[config.mk]
export PLATFORM = sky130hd
export DESIGN_NAME = pixel_row_reader
export DESIGN_NICKNAME = d
export VERILOG_FILES = /design/src/rtl/pixel_readout_pkg.sv /design/src/rtl/pixel_line_buffer.sv /design/src/rtl/pixel_row_reader.sv
export SDC_FILE = /design/constraint.sdc
export NUM_CORES = 1
export LEC_CHECK = 0
export CORE_UTILIZATION = 25
export CTS_CLUSTER_SIZE = 30
export DETAILED_ROUTE_END_ITERATION = 6
export SYNTH_ARGS = -nofsm -noshare
export SYNTH_HDL_FRONTEND = slang
export SYNTH_SLANG_ARGS = --single-unit
[constraint.sdc]
create_clock -name CLK -period 5.36 [get_ports CLK]
set_clock_uncertainty 0.2 [all_clocks]
set_input_delay 1.608 -clock CLK [delete_from_list [all_inputs] [get_ports CLK]]
set_output_delay 1.608 -clock CLK [all_outputs]
set_load 0.1 [all_outputs]
[src/rtl/pixel_readout_pkg.sv]
// Shared types for the pixel row readout path: FSM state encoding,
// the pixel word type, and the index-width helper used for port sizing.
package pixel_readout_pkg;

  // Readout sequencer states.
  typedef enum logic [2:0] {
    IDLE    = 3'd0,
    READ    = 3'd1,
    CAPTURE = 3'd2,
    STREAM  = 3'd3,
    DONE    = 3'd4
  } state_t;

  // One pixel sample as driven by a row's DATA_OUT lane.
  typedef logic [7:0] pixel_t;

  // Width of an index into n items; never narrower than one bit so that
  // single-row or single-column arrays still get a (constant 0) port.
  function automatic int idx_w(input int n);
    return (n <= 1) ? 1 : $clog2(n);
  endfunction

endpackage

[src/rtl/pixel_line_buffer.sv]
// Line buffer holding one captured row. The whole row bus is loaded in
// parallel on load_i; a pixel is selected combinationally by column so the
// streamed value follows the column counter with no extra latency.
module pixel_line_buffer
  import pixel_readout_pkg::*;
#(
  parameter int WIDTH = 2
) (
  input  logic                     clk_i,
  input  logic                     rst_i,
  input  logic                     load_i,
  input  pixel_t [WIDTH-1:0]       row_i,
  input  logic [idx_w(WIDTH)-1:0]  col_i,
  output pixel_t                   pixel_o
);

  pixel_t [WIDTH-1:0] buf_q;

  // Parallel load of the full row; contents persist until the next capture.
  always_ff @(posedge clk_i or posedge rst_i) begin
    if (rst_i) begin
      buf_q <= '0;
    end else if (load_i) begin
      buf_q <= row_i;
    end
  end

  assign pixel_o = buf_q[col_i];

endmodule

[src/rtl/pixel_row_reader.sv]
// Frame readout sequencer. Walks the rows with a one-hot READ enable,
// lets each row settle, captures its bus into the line buffer and then
// streams the pixels out over valid/ready tagged with row and column.
module pixel_row_reader
  import pixel_readout_pkg::*;
#(
  parameter int PIXEL_ARRAY_WIDTH  = 2,
  parameter int PIXEL_ARRAY_HEIGHT = 2,
  parameter int READ_SETTLE        = 2
) (
  input  logic                                   CLK,
  input  logic                                   RESET,
  input  logic                                   START,
  output logic [PIXEL_ARRAY_HEIGHT-1:0]          READ_ROW,
  input  pixel_t [PIXEL_ARRAY_WIDTH-1:0]         ROW_DATA,
  output pixel_t                                 PIXEL_DATA,
  output logic [idx_w(PIXEL_ARRAY_HEIGHT)-1:0]   PIXEL_ROW,
  output logic [idx_w(PIXEL_ARRAY_WIDTH)-1:0]    PIXEL_COL,
  output logic                                   PIXEL_VALID,
  input  logic                                   PIXEL_READY,
  output logic                                   BUSY,
  output logic                                   FRAME_DONE
);

  localparam int W  = PIXEL_ARRAY_WIDTH;
  localparam int H  = PIXEL_ARRAY_HEIGHT;
  localparam int RW = idx_w(H);
  localparam int CW = idx_w(W);

  localparam logic [RW-1:0] ROW_LAST    = RW'(H - 1);
  localparam logic [CW-1:0] COL_LAST    = CW'(W - 1);
  localparam logic [3:0]    SETTLE_LAST = 4'(READ_SETTLE - 1);

  state_t          state_q;
  logic [RW-1:0]   row_q;
  logic [CW-1:0]   col_q;
  logic [3:0]      settle_q;
  logic [H-1:0]    read_row_q;
  logic            valid_q;
  logic            busy_q;
  logic            done_q;

  logic            capture_en;
  logic            handshake;

  assign capture_en = (state_q == CAPTURE);
  assign handshake  = valid_q && PIXEL_READY;

  pixel_line_buffer #(
    .WIDTH (W)
  ) u_line_buffer (
    .clk_i   (CLK),
    .rst_i   (RESET),
    .load_i  (capture_en),
    .row_i   (ROW_DATA),
    .col_i   (col_q),
    .pixel_o (PIXEL_DATA)
  );

  // Sequencer: state, counters and all registered outputs in one place.
  // The first READ cycle of a frame only arms the enable; later rows get
  // their enable on the same edge as the final handshake of the prior row,
  // which keeps the per-row gap at READ_SETTLE+1 cycles.
  always_ff @(posedge CLK or posedge RESET) begin
    if (RESET) begin
      state_q    <= IDLE;
      row_q      <= '0;
      col_q      <= '0;
      settle_q   <= '0;
      read_row_q <= '0;
      valid_q    <= 1'b0;
      busy_q     <= 1'b0;
      done_q     <= 1'b0;
    end else begin
      done_q <= 1'b0;
      case (state_q)
        IDLE: begin
          if (START) begin
            state_q  <= READ;
            row_q    <= '0;
            col_q    <= '0;
            settle_q <= '0;
            busy_q   <= 1'b1;
          end
        end

        READ: begin
          if (read_row_q == '0) begin
            read_row_q <= H'(1) << row_q;
          end else if (settle_q == SETTLE_LAST) begin
            settle_q <= '0;
            state_q  <= CAPTURE;
          end else begin
            settle_q <= settle_q + 4'd1;
          end
        end

        CAPTURE: begin
          read_row_q <= '0;
          col_q      <= '0;
          valid_q    <= 1'b1;
          state_q    <= STREAM;
        end

        STREAM: begin
          if (handshake) begin
            if (col_q != COL_LAST) begin
              col_q <= col_q + 1'b1;
            end else begin
              valid_q <= 1'b0;
              col_q   <= '0;
              if (row_q != ROW_LAST) begin
                row_q      <= row_q + 1'b1;
                read_row_q <= H'(1) << (row_q + 1'b1);
                state_q    <= READ;
              end else begin
                busy_q  <= 1'b0;
                done_q  <= 1'b1;
                state_q <= DONE;
              end
            end
          end
        end

        DONE: begin
          row_q   <= '0;
          state_q <= IDLE;
        end

        default: begin
          state_q    <= IDLE;
          read_row_q <= '0;
          valid_q    <= 1'b0;
          busy_q     <= 1'b0;
        end
      endcase
    end
  end

  assign READ_ROW    = read_row_q;
  assign PIXEL_ROW   = row_q;
  assign PIXEL_COL   = col_q;
  assign PIXEL_VALID = valid_q;
  assign BUSY        = busy_q;
  assign FRAME_DONE  = done_q;

endmodule

==> impl_metrics.toml, run 1 <==
[synthesis]
avgSynthCellArea_um2 = 11.52
synth_cells = 133
syn_nets = 157
yosysMostFrequentCell = "dfrtp_1"
synth-edff-count = 0
synth_common_cells = "dfrtp_1, mux2_2, nor2_1, o21ai_0"
yosysTopAreaCell = "dfrtp_1"
postSynth.topFlopCell = "dfrtp_1"
ys_warn_count = 0
synth_area_leaders = "dfrtp_1, mux2_2, ha_1, o21ai_0, a21oi_1"
synth.distinct_cells = 37
synth_top_cell_area_share = 0.4898
seq_area_frac_synth = 0.4898
synth.cell_area_um2 = 1533
async_flop_share = 1.000
ys_seq_elements = 30

[placed_design]
placed_cells = 236
place_area_um2 = 1931
io_buffer_count = 34
dp_hpwl_mm = 2.110
place.gp.congestion = 0.7758

[global_route]
antenna_found_initial = 0
overflow = 0
grtUsageTotal = 0.1031
grt_pass1_vias = 1140
grt_pass1_wl_mm = 5.009
grt_max_degree = 29

[finish]
nets = 192
seqCellArea_um2 = 750.7
drive_gt1_frac = 0.2189
multi_input_area_um2 = 719.4
finalInstanceArea_um2 = 2039
diodes = 0
area_growth_pct = 33.06
fillers = 591
stdcell_count = 244

[sta]
worst_pin_slew_ns = 1.041
slew_violations = 0
finalHoldViolCount = 0
setup_viol = 0
fin_setup_tns_ns = 0
slew_headroom = 0.3052
period_needed_ns = 4.085
finalCritPeriodShare = 0.7621
rsz0062_at_grt = "false"
fmax_mhz = 244.8

[setup_path]
crit_chain = "mux2_2 -> clkdlybuf4s50_1"
reg2reg_to = "READ_ROW[1]"
crit_path_top_delay_cell = "clkdlybuf4s50_1"
cp_top_family = "buffers and inverters"
cp.arrival_ns = 2.28
start_kind = "register"
reg2reg_slack_ns = 3.12
rr_worst_depth = 5
end_kind = "primary output"
worstReg2RegStart = "state_q[2]"
slowest_delay_ns = 1.12
crit_fanout = 12
timing.critical_path.buf_inv = 1
crit_required_ns = 3.55
crit_type = "reg2out"

[detailed_routing]
post_drt_wl_per_cell_um = 12.23
vias = 1117
drt_first_pass_iters = 2
via_per_inst = 4.578
remaining_drc_errors = 0
wl_mm = 2.984
ant_nets = 0
drt-initial-drc-count = 34

[run]
drv_cap = 0

[clock_network]
clk_pin_slew_ns = 0.06
cts-root-buf = "clkbuf_8"
cts_hold_buf = 0
cts_buffers = 5
htreeDepth = 2
clockBufferDepth = 2
cts_sinks = 30
clkLatencyLatePin_ns = 0.28
cts_setup_buffers = 0
cts_tree = "built"
post_cts_resize_count = 0

[power_and_ir_drop]
worst_ir_drop_vdd_v = 0.0001132
p_leak_nw = 0.9230
cellPowerDensity_nw_per_um2 = 234.6
clkPwrFrac = 0.462
p_seq_frac = 0.481
internal_power_mw = 0.3806
netSwitchingFraction = 0.2045
switchingPower_mw = 0.09781
p_comb_frac = 0.057

[worst_hold_path]
holdPathEnd = "u_line_buffer.buf_q[4]"
worstHoldPathType = "reg2reg"
min_path_cells = 1
hp-start = "u_line_buffer.buf_q[4]"

[floorplan]
coreArea_um2 = 5921
rows = 28
die_h_um = 80.30
die_w_um = 80.30
fp.dieArea_um2 = 6448
initial_core_util = 0.2589
ios = 35

[status]
status = "finished, final reports clean"
kinds of logic after synthesis:
kind of cell             count (synthesis)  synth area share
flip-flops                              30            0.4898
adder cells (fa/ha/maj)                  4           0.03265
buffers and inverters                   12           0.04082
AO/OA/AOI/OAI                           29            0.1314
AND/OR/NAND/NOR                         33            0.1224
multiplexers                            25            0.1829
metrics by stage:
step | utilization | setup slack, ns | hold slack, ns | power (mW)
3_3_place_gp | 0.3261 | 1.544 | 0.2922 | 0.2617
3_5_place_dp | 0.3261 | 1.550 | 0.2944 | 0.2620
5_1_grt | 0.3445 | 1.162 | 0.3169 | 0.4979
4_1_cts | 0.3445 | 1.240 | 0.3093 | 0.4875
6_report | 0.3445 | 1.275 | 0.3034 | 0.4784
2_1_floorplan | - | 1.657 | 0.2697 | 0.2442
power by group through the flow:
stage               Sequential [mW]  Clock, mW  Combinational (mW)
CTS                           0.230      0.230              0.0278
detailed placement            0.234          0              0.0277
global placement              0.234          0              0.0274
finish                        0.230      0.221              0.0272
global route                  0.230      0.237              0.0304
floorplan                     0.237          0             0.00751
worst max path at each step:
stage / start / slack [ns] / endpoint / depth (start not counted)
after floorplan: PIXEL_COL / 1.66 / PIXEL_DATA[0] / 2
after CTS: PIXEL_COL / 1.24 / PIXEL_DATA[1] / 2
after global placement: PIXEL_COL / 1.54 / PIXEL_DATA[4] / 2
after detailed placement: PIXEL_COL / 1.55 / PIXEL_DATA[1] / 2
after global routing: PIXEL_COL / 1.16 / PIXEL_DATA[7] / 2
final: PIXEL_COL / 1.27 / PIXEL_DATA[4] / 2
worst reg2reg max path: stages (launching register included):
cell      delay [ns]
dfrtp_1         0.73
nor2_1          0.21
ha_1            0.27
a211oi_1        0.35
o21ai_0         0.15
a32o_1          0.22
registers in the layout, indices dropped and copies added (netlist names):
signal and count:
PIXEL_ROW 1, u_line_buffer.buf_q 16, FRAME_DONE 1, READ_ROW 2, BUSY 1, settle_q 4, PIXEL_VALID 1, state_q 3
PIXEL_COL 1
layer usage:
metal,GRT usage,up-vias,share of wire
met5,0,-,0
met4,0.04821,0,0.010
met3,0.03636,3,0.042
met2,0.1667,21,0.49
met1,0.1216,545,0.46
li1,-,548,-
placed cells by master, fill, tap and decap left out, types with 2 or more instances in the layout:
cell              n
clkdlybuf4s50_1  34
dfrtp_1          30
mux2_2           24
o21ai_0           8
nor2_1            8
nand2_1           6
a21oi_1           6
inv_1             5
clkbuf_8          5
ha_1              4
and3_1            3
nand2b_1          3
nor3b_1           3
or2_2             2
o2bb2ai_1         2
o22ai_1           2
or2b_1            2
clkinv_2          2
area by class of cell:
type / count / share of cell area
inverter: 5 / 0.009202
multi-input combinational: 91 / 0.3528
clock buffer: 5 / 0.03374
timing repair buffer: 35 / 0.1706
tap: 75 / 0.04601
sequential: 30 / 0.3681
clock inverter: 3 / 0.01963
Note: power is estimated with default switching activity, not from simulation.
==> inputs of run 2 (changes only) <==
==> constraint.sdc (replaced) <==
create_clock -name CLK -period 3.5 [get_ports CLK]
set_clock_uncertainty 0.2 [all_clocks]
set_input_delay 1.05 -clock CLK [delete_from_list [all_inputs] [get_ports CLK]]
set_output_delay 1.05 -clock CLK [all_outputs]
set_load 0.1 [all_outputs]
==> impl_metrics.toml, run 2 (synthesis results as in run 1) <==
[detailed_routing]
highest-signal-layer = "met4"
vias = 1122
remaining_drc_errors = 0
drt_first_pass_iters = 3
wl_mm = 3.084
route.met2.wl_mm = 1.473
drt-initial-drc-count = 42
via_per_inst = 4.598
met3WireLength_um = 118
post_drt_wl_per_cell_um = 12.64
wirelength_met1_mm = 1.477
ant_nets = 0

[setup_path]
reg2reg_to = "READ_ROW[1]"
cp.arrival_ns = 1.55
rr_worst_depth = 5
crit_type = "reg2out"
reg2reg_slack_ns = 1.22
end_kind = "primary output"
start_kind = "register"
crit_required_ns = 2.25
worstReg2RegStart = "state_q[2]"
crit_fanout = 12

[finish]
drive_gt1_frac = 0.3018
diodes = 0
stdcell_count = 244
layout_common_cells = "dfrtp_1, mux2_2, clkdlybuf4s50_1"
top_register = "u_line_buffer.buf_q"
multi_input_area_um2 = 719.4
fillers = 627
largest_register_ff_count = 16
finalInstanceArea_um2 = 1984
seqCellArea_um2 = 750.7
area_growth_pct = 29.47
final_common_cell = "dfrtp_1"
reg.largest.list = "u_line_buffer.buf_q x16, settle_q x4, state_q x3"
nets = 192

[placed_design]
place_area_um2 = 1893
place.gp.congestion = 0.6893
placed_cells = 236
io_buffer_count = 34
pre_cts_ws_ns = 0.7361
dp_hpwl_mm = 2.156

[clock_network]
clockBufferDepth = 2
clkLatencyLatePin_ns = 0.27
cts_tree = "built"
clk_pin_slew_ns = 0.06
cts_setup_buffers = 0
cts_buffers = 5
cts_sinks = 30
cts_hold_buf = 0
htreeDepth = 2
cts-root-buf = "clkbuf_8"
post_cts_resize_count = 0

[sta]
setup_viol = 0
slew_violations = 0
finalCritPeriodShare = 0.7990
rsz0062_at_grt = "false"
worst_pin_slew_ns = 0.8338
finalHoldViolCount = 0
setup_ws_ns = 0.7036
fmax_mhz = 357.6
period_needed_ns = 2.796
fin_setup_tns_ns = 0
slew_headroom = 0.4435

[floorplan]
die_h_um = 80.30
ios = 35
die_w_um = 80.30
initial_core_util = 0.2589
coreArea_um2 = 5921
rows = 28
fp.dieArea_um2 = 6448

[power_and_ir_drop]
p_leak_nw = 0.9385
worst_ir_drop_vdd_v = 0.0001614
power_mw = 0.6820
cellPowerDensity_nw_per_um2 = 343.7

[worst_hold_path]
worstHoldPathType = "reg2reg"
hp-start = "u_line_buffer.buf_q[6]"
min_path_cells = 1
holdPathEnd = "u_line_buffer.buf_q[6]"

[global_route]
overflow = 0
grt_pass1_wl_mm = 5.202
grtUsageTotal = 0.1070
grt_max_degree = 31
antenna_found_initial = 0
grt_pass1_vias = 1121

[run]
drv_cap = 0

[status]
status = "finished, final reports clean"
## run 2: worst max-delay path, cell delays in order (launching register included)
cell and delay (ns):
dfrtp_1 0.64, mux2_2 0.40, buf_4 0.23
## run 2: final cells by class
type / instances / share of cell area
repair buffers: 35 / 0.1564
clock inverters: 1 / 0.002522
flip-flops and latches: 30 / 0.3783
clock buffers: 7 / 0.04351
well taps: 75 / 0.04729
multi-input cells: 91 / 0.3625
inverters: 5 / 0.009458
## run 2: worst max path at each step
stage / start / to / slack, ns / cells after the start
global route: PIXEL_COL / PIXEL_DATA[3] / 0.62 / 2
global placement: START / settle_q[3] / 0.76 / 5
floorplan: PIXEL_COL / PIXEL_DATA[0] / 0.36 / 2
CTS: PIXEL_COL / PIXEL_DATA[3] / 0.68 / 2
finish: PIXEL_COL / PIXEL_DATA[3] / 0.70 / 2
detailed placement: START / settle_q[3] / 0.74 / 5
## run 2: per-layer routing
metal	GRT usage	up-vias
li1	-	557
met1	0.1331	545
met2	0.1701	18
met3	0.03864	2
met4	0.03750	0
met5	0	-
## run 2: through the flow
stage | hold WS, ns | utilization
after global placement | 0.2848 | 0.3197
after global routing | 0.3194 | 0.3352
after detailed placement | 0.2922 | 0.3197
after CTS | 0.3075 | 0.3352
after floorplan | 0.2697 | -
final | 0.3041 | 0.3352
## run 2: power by group
part / internal (mW) / switching, mW / total (mW)
clock: 0.158 / 0.129 / 0.288
combinational: 0.0238 / 0.0183 / 0.0421
sequential: 0.350 / 0.00263 / 0.352
total: 0.532 / 0.150 / 0.682
